--- config.mk ---
export PLATFORM = sky130hd
export DESIGN_NAME = idelay_load_arbiter_flat
export DESIGN_NICKNAME = d
export VERILOG_FILES = /design/src/rtl/idelay_load_arbiter_pkg.sv /design/src/rtl/idelay_load_arbiter_if.sv /design/src/rtl/idelay_load_arbiter_rr_arbiter.sv /design/src/rtl/idelay_load_arbiter.sv /design/src/flat_wrapper.sv
export SDC_FILE = /design/constraint.sdc
export NUM_CORES = 1
export LEC_CHECK = 0
export ABC_AREA = 0
export BUFFER_PORTS_ARGS = -buffer_cell sky130_fd_sc_hd__buf_2
export CORE_UTILIZATION = 29
export CTS_CLUSTER_DIAMETER = 120
export CTS_CLUSTER_SIZE = 16
export DETAILED_ROUTE_END_ITERATION = 12
export PLACE_DENSITY_LB_ADDON = 0.05
export RECOVER_POWER = 25
export SETUP_SLACK_MARGIN = 0.1
export SLEW_MARGIN = 20
export SYNTH_ARGS = -nofsm -noshare
export SYNTH_HDL_FRONTEND = slang
export SYNTH_SLANG_ARGS = --single-unit
--- constraint.sdc ---
create_clock -name i_clk -period 9.3 [get_ports i_clk]
set_input_delay 2.325 -clock i_clk [delete_from_list [all_inputs] [get_ports i_clk]]
set_output_delay 2.325 -clock i_clk [all_outputs]
set_load 0.01 [all_outputs]
--- src/rtl/idelay_load_arbiter_pkg.sv ---
// rtl/idelay_load_arbiter_pkg.sv - shared types and helpers for the IDELAY load arbiter
// Purpose: tap width, settle-counter width, FSM state encoding and small
//          index/tap helper functions shared by the arbiter, its interface
//          and its round-robin sub-module.
// Ports:   none (package)
package idelay_load_arbiter_pkg;

  localparam int TAP_W    = 5;
  localparam int SETTLE_W = 4;

  typedef logic [TAP_W-1:0]    tap_t;
  typedef logic [SETTLE_W-1:0] settle_cnt_t;

  typedef enum logic [1:0] {
    ST_IDLE   = 2'd0,
    ST_LOAD   = 2'd1,
    ST_SETTLE = 2'd2,
    ST_ACK    = 2'd3
  } state_t;

  // (a + b) mod n for 0 <= a, b < n, without a divider.
  function automatic int wrap_add(int a, int b, int n);
    int s;
    s = a + b;
    if (s >= n) s = s - n;
    return s;
  endfunction

  // Saturate a requested tap at the highest legal tap value.
  function automatic tap_t clamp_tap(tap_t tap, int max_tap);
    if (int'(tap) > max_tap) return tap_t'(max_tap);
    return tap;
  endfunction

endpackage

--- src/rtl/idelay_load_arbiter_if.sv ---
// rtl/idelay_load_arbiter_if.sv - request/load bus between IDELAY lanes and the load arbiter
// Purpose: bundles the per-lane request/tap inputs and the LD/CNTVALUEIN/ack
//          outputs of the arbiter.
// Signals: i_req[LANES]        per-lane load request (level, held until ack)
//          i_tap[LANES*5]      per-lane requested tap, lane k at [5k+4:5k]
//          o_ack[LANES]        one-cycle acknowledge to the served lane
//          o_ld[LANES]         one-hot LD pulse to the lane's IDELAY
//          o_cntvaluein[LANES*5] per-lane CNTVALUEIN, held between loads
//          o_busy              load sequence in progress
// Modports: master = requesters/IDELAY side, slave = arbiter side.
interface idelay_load_arbiter_if #(
  parameter int LANES = 8
);
  import idelay_load_arbiter_pkg::*;

  logic [LANES-1:0]       i_req;
  logic [LANES*TAP_W-1:0] i_tap;
  logic [LANES-1:0]       o_ack;
  logic [LANES-1:0]       o_ld;
  logic [LANES*TAP_W-1:0] o_cntvaluein;
  logic                   o_busy;

  modport master (
    output i_req, i_tap,
    input  o_ack, o_ld, o_cntvaluein, o_busy
  );

  modport slave (
    input  i_req, i_tap,
    output o_ack, o_ld, o_cntvaluein, o_busy
  );

endinterface

--- src/rtl/idelay_load_arbiter_rr_arbiter.sv ---
// rtl/idelay_load_arbiter_rr_arbiter.sv - round-robin grant for the IDELAY load arbiter
// Purpose: picks the first requesting lane at or after the priority pointer;
//          the pointer moves to the lane after the grant when advance is high.
// Ports:   clk, rst_n    clock, asynchronous active-low reset (pointer -> 0)
//          req[LANES]    request vector
//          advance       consume the current grant and rotate priority
//          grant[LANES]  one-hot grant (all zero when no request)
//          grant_idx     index of the granted lane
module rr_arbiter #(
  parameter int LANES = 8,
  parameter int IDX_W = 3
) (
  input  logic             clk,
  input  logic             rst_n,
  input  logic [LANES-1:0] req,
  input  logic             advance,
  output logic [LANES-1:0] grant,
  output logic [IDX_W-1:0] grant_idx
);
  import idelay_load_arbiter_pkg::*;

  logic [IDX_W-1:0] ptr_q;
  logic [IDX_W-1:0] cand;
  logic             found;

  // Scan lanes starting at the pointer; the first hit wins.
  always_comb begin
    grant     = '0;
    grant_idx = '0;
    cand      = '0;
    found     = 1'b0;
    for (int i = 0; i < LANES; i++) begin
      cand = IDX_W'(wrap_add(int'(ptr_q), i, LANES));
      if (!found && req[cand]) begin
        found     = 1'b1;
        grant_idx = cand;
      end
    end
    if (found) grant[grant_idx] = 1'b1;
  end

  always_ff @(posedge clk or negedge rst_n) begin
    if (!rst_n) begin
      ptr_q <= '0;
    end else if (advance) begin
      ptr_q <= IDX_W'(wrap_add(int'(grant_idx), 1, LANES));
    end
  end

endmodule

--- src/rtl/idelay_load_arbiter.sv ---
// rtl/idelay_load_arbiter.sv - shares one tap-load sequencer among LANES IDELAY lanes
// Purpose: grants one requesting lane round-robin, pulses its LD for one cycle
//          with the captured tap on its CNTVALUEIN, waits SETTLE_CYCLES idle
//          cycles, then acknowledges the lane for one cycle.
// Ports:   i_clk    sole clock (also the IDELAY C clock)
//          i_rst_n  asynchronous active-low reset
//          bus      idelay_load_arbiter_if.slave (i_req, i_tap, o_ack, o_ld,
//                   o_cntvaluein, o_busy); all outputs are registered
// Config:  IDELAY_TAP_CLAMP_EN - when defined, captured taps above MAX_TAP are
//          loaded as MAX_TAP; otherwise taps pass unmodified.
module idelay_load_arbiter #(
  parameter int LANES         = 8,
  parameter int SETTLE_CYCLES = 4,
  parameter int MAX_TAP       = 31
) (
  input  logic                  i_clk,
  input  logic                  i_rst_n,
  idelay_load_arbiter_if.slave  bus
);
  import idelay_load_arbiter_pkg::*;

  localparam int IDX_W = (LANES > 1) ? $clog2(LANES) : 1;

  if (SETTLE_CYCLES < 1 || SETTLE_CYCLES > 15) begin : g_bad_settle
    $error("SETTLE_CYCLES must be in 1..15");
  end
  if (MAX_TAP < 0 || MAX_TAP > 31) begin : g_bad_max_tap
    $error("MAX_TAP must be in 0..31");
  end

  state_t                 state_q, state_d;
  settle_cnt_t            cnt_q, cnt_d;
  logic                   advance;
  logic [LANES-1:0]       grant_oh;
  logic [IDX_W-1:0]       grant_idx;
  logic [IDX_W-1:0]       lane_q;
  tap_t                   tap_sel;
  tap_t                   tap_load;
  logic [LANES-1:0]       ld_r;
  logic [LANES-1:0]       ack_r;
  logic                   busy_r;
  logic [LANES*TAP_W-1:0] cv_r;

  rr_arbiter #(
    .LANES (LANES),
    .IDX_W (IDX_W)
  ) u_rr (
    .clk       (i_clk),
    .rst_n     (i_rst_n),
    .req       (bus.i_req),
    .advance   (advance),
    .grant     (grant_oh),
    .grant_idx (grant_idx)
  );

  always_comb begin
    tap_sel = '0;
    for (int k = 0; k < LANES; k++) begin
      if (grant_idx == IDX_W'(k)) tap_sel = bus.i_tap[k*TAP_W +: TAP_W];
    end
  end

`ifdef IDELAY_TAP_CLAMP_EN
  assign tap_load = clamp_tap(tap_sel, MAX_TAP);
`else
  assign tap_load = tap_sel;
`endif

  // Next-state logic. The grant is consumed only in IDLE, so request/tap
  // changes while a load is in flight cannot disturb it.
  always_comb begin
    state_d = state_q;
    cnt_d   = cnt_q;
    advance = 1'b0;
    case (state_q)
      ST_IDLE: begin
        if (|bus.i_req) begin
          advance = 1'b1;
          state_d = ST_LOAD;
        end
      end
      ST_LOAD: begin
        state_d = ST_SETTLE;
        cnt_d   = settle_cnt_t'(SETTLE_CYCLES);
      end
      ST_SETTLE: begin
        // Counter holds the remaining settle cycles including this one.
        if (cnt_q <= settle_cnt_t'(1)) begin
          state_d = ST_ACK;
          cnt_d   = '0;
        end else begin
          cnt_d = cnt_q - settle_cnt_t'(1);
        end
      end
      ST_ACK: begin
        state_d = ST_IDLE;
      end
      default: begin
        state_d = ST_IDLE;
        cnt_d   = '0;
      end
    endcase
  end

  always_ff @(posedge i_clk or negedge i_rst_n) begin
    if (!i_rst_n) begin
      state_q <= ST_IDLE;
      cnt_q   <= '0;
    end else begin
      state_q <= state_d;
      cnt_q   <= cnt_d;
    end
  end

  // Registered outputs: LD and the lane's CNTVALUEIN are updated on the
  // grant edge so both are valid together throughout the LOAD cycle.
  always_ff @(posedge i_clk or negedge i_rst_n) begin
    if (!i_rst_n) begin
      ld_r   <= '0;
      ack_r  <= '0;
      busy_r <= 1'b0;
      cv_r   <= '0;
      lane_q <= '0;
    end else begin
      ld_r   <= '0;
      ack_r  <= '0;
      busy_r <= (state_d != ST_IDLE);
      if (advance) begin
        lane_q <= grant_idx;
        ld_r   <= grant_oh;
        for (int k = 0; k < LANES; k++) begin
          if (grant_idx == IDX_W'(k)) cv_r[k*TAP_W +: TAP_W] <= tap_load;
        end
      end
      if (state_q == ST_SETTLE && state_d == ST_ACK) begin
        for (int k = 0; k < LANES; k++) begin
          if (lane_q == IDX_W'(k)) ack_r[k] <= 1'b1;
        end
      end
    end
  end

  assign bus.o_ld         = ld_r;
  assign bus.o_ack        = ack_r;
  assign bus.o_busy       = busy_r;
  assign bus.o_cntvaluein = cv_r;

endmodule

--- src/flat_wrapper.sv ---
// flat-port wrapper written by rule: the top's interface ports become plain ports
module idelay_load_arbiter_flat import idelay_load_arbiter_pkg::*;
#(
  parameter int LANES         = 8,
  parameter int SETTLE_CYCLES = 4,
  parameter int MAX_TAP       = 31
)
  (i_clk, i_rst_n, bus_i_req, bus_i_tap, bus_o_ack, bus_o_ld, bus_o_cntvaluein, bus_o_busy);
  idelay_load_arbiter_if #(.LANES(LANES)) bus_i ();
  input  logic i_clk;
  input  logic i_rst_n;
  input wire logic [$bits(bus_i.i_req)-1:0] bus_i_req;
  input wire logic [$bits(bus_i.i_tap)-1:0] bus_i_tap;
  output wire logic [$bits(bus_i.o_ack)-1:0] bus_o_ack;
  output wire logic [$bits(bus_i.o_ld)-1:0] bus_o_ld;
  output wire logic [$bits(bus_i.o_cntvaluein)-1:0] bus_o_cntvaluein;
  output wire logic [$bits(bus_i.o_busy)-1:0] bus_o_busy;
  assign bus_i.i_req = bus_i_req;
  assign bus_i.i_tap = bus_i_tap;
  assign bus_o_ack = bus_i.o_ack;
  assign bus_o_ld = bus_i.o_ld;
  assign bus_o_cntvaluein = bus_i.o_cntvaluein;
  assign bus_o_busy = bus_i.o_busy;
  idelay_load_arbiter #(.LANES(LANES), .SETTLE_CYCLES(SETTLE_CYCLES), .MAX_TAP(MAX_TAP)) u_core (.i_clk(i_clk), .i_rst_n(i_rst_n), .bus(bus_i));
endmodule
==> impl_metrics.json, run 1 <==
{
  "synth-seq-area-share_pct": 40.2,
  "final_max_slew_viol_count": 70,
  "htree_levels": 3,
  "grt_pass1_wl_mm": 18.9,
  "grt_pass1_vias": 3413,
  "synth_area_per_cell_um2": 10.9,
  "crit_top_cell": "mux2i_1",
  "violations": "max-capacitance violations, max-slew violations",
  "yosysMostFrequentCell": "dfrtp_1",
  "drtPass1Iterations": 6,
  "initial_core_util_pct": 29.7,
  "via_count": 3478,
  "worstPathMaxFanout": 20,
  "yosys.area.top_type": "dfrtp_1",
  "cp_slowest_cell": "or2_1",
  "fmax_mhz": 152,
  "grt_max_degree": 70,
  "fp-row-count": 44,
  "maxCapViolations": 1,
  "grt_use_total_pct": 16.7,
  "antenna_found_initial": 0,
  "clk_latency_ns": 0.34,
  "slew_headroom_pct": -159,
  "postSynthCellCount": 395,
  "wl_per_cell_um": 17.8,
  "arrival_ns": 6.81,
  "cts_max_path_buffers": 2,
  "slowest_delay_ns": 0.78,
  "skew_ns": 0.00734,
  "async_flop_share_pct": 100,
  "timing.hold.ws_ns": 0.470,
  "cp_cell_sequence": "buf_2 -> mux4_1 -> mux2i_1 -> nor2b_1 -> o211ai_2 -> o22ai_2 -> or2_1 -> inv_2 -> ha_1 -> nand2_1 -> a21oi_1 -> a221oi_1 -> mux2i_1 -> mux2_2",
  "r2r_cells": 15,
  "final_util_pct": 36.3,
  "hold_viol": 0,
  "synthTopCellsByCount": "dfrtp_1, nand2_1, mux2_2",
  "start_kind": "input port",
  "fin_crit_ns": 6.58,
  "status": "complete, but fails checks",
  "cts_tree": "yes",
  "min_path_cells": 2,
  "fin_setup_tns_ns": 0,
  "yosys_most_used_dff": "dfrtp_1",
  "rsz0062_at_grt": "false",
  "setup_viol": 0,
  "overflow": 0,
  "cp-end-kind": "register",
  "cts.clk_slew.worst_paths_ns": 0.06,
  "synth_cell_type_count": 63,
  "numCtsBuffers": 9,
  "antenna_cells": 0,
  "cts_setup_buffers": 0,
  "cts_hold_buf": 0,
  "core_area_mm2": 0.0145,
  "synth_area_leaders": "dfrtp_1, mux2_2, mux4_2, mux2i_1, ha_1",
  "syn_to_final_growth_pct": 22.3,
  "drt_iter0_markers": 243,
  "hp-class": "reg -> reg",
  "path_class": "in -> reg",
  "syn_nets": 458,
  "synth_edf_count": 0,
  "yosysWarnings": 0,
  "drc_errors": 0,
  "vias_per_cell": 5.11,
  "die_height_um": 124,
  "root_buffer": "clkbuf_16",
  "final_nets": 555,
  "numPortBuffers": 106,
  "stdcell_area_mm2": 0.00525,
  "worstMarginPinSlew_ns": 3.88,
  "period_share_pct": 70.8,
  "cp.required_ns": 9.52,
  "gp_congestion": 0.780,
  "ios": 107,
  "die_area_mm2": 0.0153,
  "ys_ff_latch": 69,
  "ctsResizeCount": 0,
  "syn_area_mm2": 0.00430,
  "clock-sinks": 69,
  "die_w_um": 124,
  "synth_top_area_share_pct": 40.2,
  "antenna_left": 0,
  "drt_wl_total_mm": 12.1,
  "drive_above_1_share_pct": 37.9,
  "dp_hpwl_mm": 9.03,
  "place_area_mm2": 0.00494
}
==> layer usage <==
layer	vias up	GRT usage (%)	part of all wire, %
met2	65	24.1	45
li1	1663	-	-
met1	1739	24.2	49
met3	11	3.98	4.8
met5	-	0	0
met4	0	5.95	1.2
==> final timing paths <==
path | from | endpoint | slack [ns]
max | bus_i_req[7] | u_core.bus.o_cntvaluein[5] | 2.72
min | u_core.bus.o_cntvaluein[21] | u_core.bus.o_cntvaluein[21] | 0.47
max reg2reg | u_core.u_rr.ptr_q[0] | u_core.bus.o_cntvaluein[5] | 2.78
min reg2reg | u_core.bus.o_cntvaluein[21] | u_core.bus.o_cntvaluein[21] | 0.47
max in group asynchronous | i_rst_n | u_core.bus.o_cntvaluein[31] | 3.66
min in group asynchronous | i_rst_n | u_core.bus.o_ld[1] | 3.44
==> critical path: cells and delay by family <==
| family | cells | cell delay (ns) |
|---|---|---|
| muxes | 4 | 1.38 |
| buffers and inverters | 2 | 0.53 |
| adders and majority gates | 1 | 0.55 |
| and+or+nand+nor | 3 | 1.15 |
| AOI/OAI and AO/OA | 4 | 0.85 |
==> cell type report <==
class | instances | area, µm²
clock buffers | 11 | 243
clock inverters | 4 | 72.6
fillers | 1474 | 9230
inverters | 19 | 71.3
multi-input cells | 286 | 2380
flip-flops and latches | 69 | 1730
well taps | 184 | 230
repair buffers | 107 | 534
==> cell usage in the layout (no fill, tap or decap), types with 5 or more instances in the layout <==
cell       instances
buf_2            106
dfrtp_1           69
nand2_1           37
mux2_2            29
o21ai_0           27
nor2_1            19
mux2i_1           17
inv_1             17
nor3_1            13
ha_1              13
a21oi_1           12
mux4_2             9
clkbuf_16          9
a221oi_1           8
o31ai_1            8
nor2b_1            5
nor3b_1            5
a21boi_0           5
==> sequential cells by signal, indices dropped and copies added, names as in the netlist <==
| register | flops |
|---|---|
| u_core.bus.o_ack | 8 |
| u_core.bus.o_busy | 1 |
| u_core.bus.o_cntvaluein | 40 |
| u_core.bus.o_ld | 8 |
| u_core.cnt_q | 4 |
| u_core.lane_q | 3 |
| u_core.state_q | 2 |
| u_core.u_rr.ptr_q | 3 |
==> through the flow <==
step | instances | worst slack (ns)
3_5_place_dp | 665 | 2.29
5_1_grt | 680 | 2.13
4_1_cts | 680 | 2.66
2_1_floorplan | 395 | 3.26
6_report | 680 | 2.72
3_3_place_gp | 665 | 2.40
==> kinds of logic after synthesis <==
kind of cell | synth area share, %
and+or+nand+nor | 14.1
AOI/OAI and AO/OA | 15.4
DFF | 40.2
muxes | 21.4
buffers and inverters | 4.49
adders and majority gates | 3.79
xor gates and xnor gates | 0.612
Power of run 1 is left out: the tool's default activity adds up to more than one toggle a clock period on the data nets, which glitch-free logic cannot reach.
==> inputs of run 2 (changes only) <==
--- a/config.mk
+++ b/config.mk
@@ -5,7 +5,7 @@
 export SDC_FILE = /design/constraint.sdc
 export NUM_CORES = 1
 export LEC_CHECK = 0
-export ABC_AREA = 0
+export ABC_AREA = 1
 export BUFFER_PORTS_ARGS = -buffer_cell sky130_fd_sc_hd__buf_2
 export CORE_UTILIZATION = 29
 export CTS_CLUSTER_DIAMETER = 120
==> constraint.sdc (replaced) <==
create_clock -name i_clk -period 6.2 [get_ports i_clk]
set_input_delay 1.55 -clock i_clk [delete_from_list [all_inputs] [get_ports i_clk]]
set_output_delay 1.55 -clock i_clk [all_outputs]
set_load 0.01 [all_outputs]
==> run 2 against run 1 <==
Compared with the run above: the run still ends with max-capacitance violations, max-slew violations left; flip-flop and latch count did not move; final area decreased by 4.1%; core utilization rose by 1.3 points; worst setup slack got worse by 1.2 ns; clock-buffer cell count is 1 lower; register-to-register slack worse by 1.0 ns; routed wire length decreased by 3.2%; worst hold slack got worse by 0.0081 ns; sequential share of layout area is 1.4 points higher; first-iteration DRC count fell by 32%; critical path type is now in -> async.
==> impl_metrics.json, run 2 <==
{
  "postSynthCellCount": 550,
  "slowest_delay_ns": 2.32,
  "antenna_found_initial": 4,
  "hold_viol": 0,
  "die_w_um": 120,
  "ctsResizeCount": 0,
  "fp-row-count": 42,
  "path_class": "in -> async",
  "cts_setup_buffers": 0,
  "setup_viol": 0,
  "rsz0062_at_grt": "false",
  "htree_levels": 3,
  "final_max_slew_viol_count": 59,
  "gp_congestion": 0.840,
  "ys_ff_latch": 69,
  "dp_hpwl_mm": 9.10,
  "grt_use_total_pct": 17.0,
  "cpLargestDelayFamily": "buffers and inverters",
  "busiest_layer": "met2",
  "cp_cell_sequence": "clkbuf_1 -> clkbuf_1",
  "dp.cells": 823,
  "yosysWarnings": 0,
  "synth_edf_count": 0,
  "syn_area_mm2": 0.00404,
  "drt_iter0_markers": 165,
  "grtUsageMet2_pct": 24.9,
  "drive_above_1_share_pct": 24.4,
  "period_share_pct": 74.9,
  "use_met1_pct": 23.9,
  "yosys_most_used_dff": "dfrtp_1",
  "slew_headroom_pct": -114,
  "crit_top_cell": "clkbuf_1",
  "status": "complete, but fails checks",
  "cp_slowest_cell": "clkbuf_1",
  "fin_setup_tns_ns": 0,
  "synth_area_leaders": "dfrtp_1, nand2_1, inv_1, nand3_1, ha_1",
  "clock-sinks": 69,
  "maxCapViolations": 1,
  "critPathBufInv": 2,
  "fin_crit_ns": 4.64,
  "cts.clk_slew.worst_paths_ns": 0.06,
  "drt_wl_total_mm": 11.7,
  "synth_cell_type_count": 34,
  "arrival_ns": 4.35,
  "fin_cells": 841,
  "largest_reg_flops": 40,
  "die_area_mm2": 0.0144,
  "cts_tree": "yes",
  "final_nets": 721,
  "synthTopCellsByCount": "nand2_1, dfrtp_1, inv_1",
  "grt_pass1_wl_mm": 18.8,
  "worstPathMaxFanout": 58,
  "synth-seq-area-share_pct": 42.7,
  "async_flop_share_pct": 100,
  "die_height_um": 120,
  "worstMarginPinSlew_ns": 3.21,
  "grt_max_degree": 59,
  "cts_max_path_buffers": 2,
  "drtPass1Iterations": 4,
  "syn_to_final_growth_pct": 24.6,
  "layout_commonest_cell": "nand2_1",
  "start_kind": "input port",
  "numPortBuffers": 106,
  "overflow": 0,
  "antenna_left": 0,
  "fmax_mhz": 215,
  "grt_pass1_vias": 3661,
  "numCtsBuffers": 9,
  "wl_per_cell_um": 13.9,
  "yosysMostFrequentCell": "nand2_1",
  "via_count": 3762,
  "vias_per_cell": 4.47,
  "violations": "max-capacitance violations, max-slew violations",
  "root_buffer": "clkbuf_16",
  "drc_errors": 0,
  "clk_latency_ns": 0.33,
  "grtUsageMet3_pct": 5.13,
  "synth_top_area_share_pct": 42.7,
  "syn_nets": 613,
  "skew_ns": 0.00649,
  "layout_common_cells": "nand2_1, buf_2, dfrtp_1, inv_1, nand3_1",
  "core_area_mm2": 0.0134,
  "initial_core_util_pct": 30.2,
  "ios": 107,
  "cts_hold_buf": 0,
  "cp.required_ns": 5.91,
  "yosys.area.top_type": "dfrtp_1",
  "hp-class": "reg -> reg",
  "cp-end-kind": "asynchronous set/reset pin",
  "synth_area_per_cell_um2": 7.35
}
run 2: worst paths after layout:
path                                             startpoint                          end  slack [ns]  cells after the start
worst max register to register         u_core.u_rr.ptr_q[0]   u_core.bus.o_cntvaluein[8]        1.75                     23
max in group i_clk                     u_core.u_rr.ptr_q[0]   u_core.bus.o_cntvaluein[8]        1.75                     23
worst min-delay path            u_core.bus.o_cntvaluein[38]  u_core.bus.o_cntvaluein[38]        0.46                      2
worst min register to register  u_core.bus.o_cntvaluein[38]  u_core.bus.o_cntvaluein[38]        0.46                      2
min in group asynchronous                           i_rst_n           u_core.bus.o_ld[3]        1.20                      1
worst max-delay path                                i_rst_n   u_core.bus.o_cntvaluein[3]        1.56                      2
run 2: logic make-up (layout without fill, tap and decap cells):
kind of cell	count (synthesis)	count (layout)	share of synthesized area, %
compound gates	32	32	4.27
xor+xnor	6	6	1.30
fa+ha+maj	13	13	4.02
buf+inv	79	192	8.36
flops	69	69	42.7
other cells	0	2	0
simple gates	351	351	39.3
run 2: cell type report:
| type | instances | area, µm² |
|---|---|---|
| repair buffers | 107 | 533 |
| inverters | 69 | 259 |
| well taps | 176 | 220 |
| fillers | 1477 | 8360 |
| multi-input cells | 402 | 1980 |
| diodes | 2 | 5.00 |
| flip-flops and latches | 69 | 1730 |
| clock inverters | 6 | 87.6 |
| clock buffers | 10 | 229 |
run 2: stage by stage:
step	hold slack, ns	setup WS, ns	utilization [%]	area, µm²
after CTS	0.469	1.72	37.6	5040
after global routing	0.483	0.628	37.6	5030
after global placement	0.452	1.49	35.2	4720
after detailed placement	0.454	1.44	35.2	4720
final	0.462	1.56	37.6	5040
after floorplan	0.506	2.07	-	4040
run 2: metal layers:
metal,part of all wire (%),wire (µm)
met1,50,5820
met2,41,4840
met3,7.1,833
met4,1.5,181
met5,0.068,8
Power of run 2 is left out for the same reason.
==> inputs of run 3 (changes only) <==
==> constraint.sdc (replaced) <==
create_clock -name i_clk -period 3.85 [get_ports i_clk]
set_input_delay 0.9625 -clock i_clk [delete_from_list [all_inputs] [get_ports i_clk]]
set_output_delay 0.9625 -clock i_clk [all_outputs]
set_load 0.01 [all_outputs]
==> run 3 against run 2 <==
Compared with the run above: critical endpoint is now u_core.bus.o_cntvaluein[8]; sequential share of layout area fell by 2.2 points; worst hold slack improved by 0.0038 ns; clock-buffer cell count did not move; highest routed layer unchanged; critical path depth rose by 23; core utilization rose by 2.6 points; non-clock buffer count rose by 40; the flow still finishes with violations (max-capacitance violations, max-slew violations).
==> impl_metrics.json, run 3 (synthesized netlist as in run 2, its figures left out) <==
{
  "met2_length_mm": 5.47,
  "cp_slowest_cell": "dfrtp_1",
  "timing.hold.ws_ns": 0.466,
  "grt_pass1_vias": 3749,
  "wl_per_cell_um": 14.1,
  "drt_wl_total_mm": 12.4,
  "final_util_pct": 40.1,
  "reg2reg_slack_ns": 0.36,
  "maxCapViolations": 1,
  "hp-class": "reg -> reg",
  "reg2reg_to": "u_core.bus.o_cntvaluein[8]",
  "final_nets": 761,
  "syn_to_final_growth_pct": 33.1,
  "r2r_start": "u_core.u_rr.ptr_q[0]",
  "multi_input_area_mm2": 0.00205,
  "worstHoldEndpoint": "u_core.bus.o_cntvaluein[37]",
  "initial_core_util_pct": 30.2,
  "hold_viol": 0,
  "layout_commonest_cell": "nand2_1",
  "cp.required_ns": 4.08,
  "drt_iter0_markers": 213,
  "grt_use_total_pct": 18.1,
  "numPortBuffers": 106,
  "grt_pass1_wl_mm": 19.7,
  "htree_levels": 3,
  "drive_above_1_share_pct": 30.7,
  "dr.max_layer_used": "met5",
  "die_w_um": 120,
  "slowest_delay_ns": 0.41,
  "root_buffer": "clkbuf_16",
  "nFillCells": 1449,
  "drtPass1Iterations": 4,
  "vias_per_cell": 4.43,
  "worstMarginPinSlew_ns": 1.96,
  "cts_tree": "yes",
  "via_count": 3893,
  "fp-row-count": 42,
  "clock-sinks": 69,
  "path_class": "reg -> reg",
  "dpl_worst_slack_ns": -0.0301,
  "overflow": 0,
  "start_kind": "register",
  "grt_max_degree": 36,
  "clk_latency_ns": 0.34,
  "cp-end-kind": "register",
  "antenna_cells": 0,
  "layout_common_cells": "nand2_1, buf_2, dfrtp_1, inv_1, buf_4",
  "worstPathMaxFanout": 9,
  "antenna_left": 0,
  "dp_hpwl_mm": 9.63,
  "die_area_mm2": 0.0144,
  "gp_congestion": 0.878,
  "numCtsBuffers": 9,
  "place_area_mm2": 0.00500,
  "drc_errors": 0,
  "fin_ws_ns": 0.362,
  "met3WireLength_um": 624,
  "arrival_ns": 3.72,
  "hp-start": "u_core.bus.o_cntvaluein[37]",
  "r2r_cells": 25,
  "largest_reg_flops": 40,
  "core_area_mm2": 0.0134,
  "wl_met1_mm": 6.13,
  "die_height_um": 120,
  "stdcell_area_mm2": 0.00538,
  "period_share_pct": 90.6,
  "skew_ns": 0.00942,
  "regArea_mm2": 0.00173,
  "setup_viol": 0,
  "final_max_slew_viol_count": 36,
  "slew_headroom_pct": -31.0,
  "fmax_mhz": 287,
  "violations": "max-capacitance violations, max-slew violations",
  "crit_top_cell": "nand2_1",
  "rsz0062_at_grt": "false",
  "antenna_found_initial": 1,
  "cts_max_path_buffers": 2,
  "ios": 107,
  "status": "complete, but fails checks",
  "fin_crit_ns": 3.49,
  "min_path_cells": 2,
  "cts.clk_slew.worst_paths_ns": 0.06
}
[run 3: changes by cell type in the layout (fill, tap and decap cells not counted), moves of 2 or more]
| cell | change |
|---|---|
| ha_2 | +2 |
| clkinvlp_4 | +2 |
| nand2_2 | -2 |
| ha_4 | +2 |
| inv_2 | +2 |
| inv_1 | -3 |
| buf_4 | +39 |
| ha_1 | -4 |
| bufinv_16 | -2 |
| nor2_1 | -2 |
| nand2_4 | +3 |
| diode_2 | -2 |
[run 3: timing repair]
item                       CTS  global route
buffers inserted             0             3
setup endpoints to repair    0            40
gates resized for setup      0            20
hold buffers                 0             0
[run 3: metrics by stage]
stage                     instances  setup TNS, ns
final                           879              0
after global routing            879              0
after CTS                       876              0
after detailed placement        860         -0.274
after global placement          860        -0.0579
after floorplan                 550              0
[run 3: layout make-up]
class                           count  share of cell area [%]
Clock buffer                       10                    4.44
Clock inverter                      6                   0.860
Inverter                           69                    4.86
Multi-Input combinational cell    402                    38.1
Sequential cell                    69                    32.1
Tap cell                          176                    4.09
Timing Repair Buffer              147                    15.6
[run 3: how the worst max path moves through the flow]
stage | from | end | slack, ns | cells after the start
floorplan | u_core.u_rr.ptr_q[0] | u_core.bus.o_cntvaluein[21] | 0.22 | 26
global placement | bus_i_req[7] | u_core.bus.o_cntvaluein[31] | -0.02 | 24
detailed placement | bus_i_req[7] | u_core.bus.o_cntvaluein[16] | -0.03 | 25
CTS | u_core.u_rr.ptr_q[0] | u_core.bus.o_cntvaluein[21] | 0.13 | 23
global route | u_core.u_rr.ptr_q[0] | u_core.bus.o_cntvaluein[30] | 0.06 | 27
finish | u_core.u_rr.ptr_q[0] | u_core.bus.o_cntvaluein[8] | 0.36 | 25
[run 3: critical path, delay by kind of cell, from the launching register on]
family	cells	cell delay [ns]
AO/OA/AOI/OAI	2	0.32
adder cells (fa/ha/maj)	3	0.60
buffers and inverters	5	0.58
AND/OR/NAND/NOR	15	1.47
flip-flops	1	0.41
[run 3: routing by layer]
metal,track usage (%),up-vias
met5,0,-
met4,5.86,2
met3,4.28,10
met2,27.4,99
met1,25.3,1771
li1,-,2011
Power of run 3 is left out for the same reason.
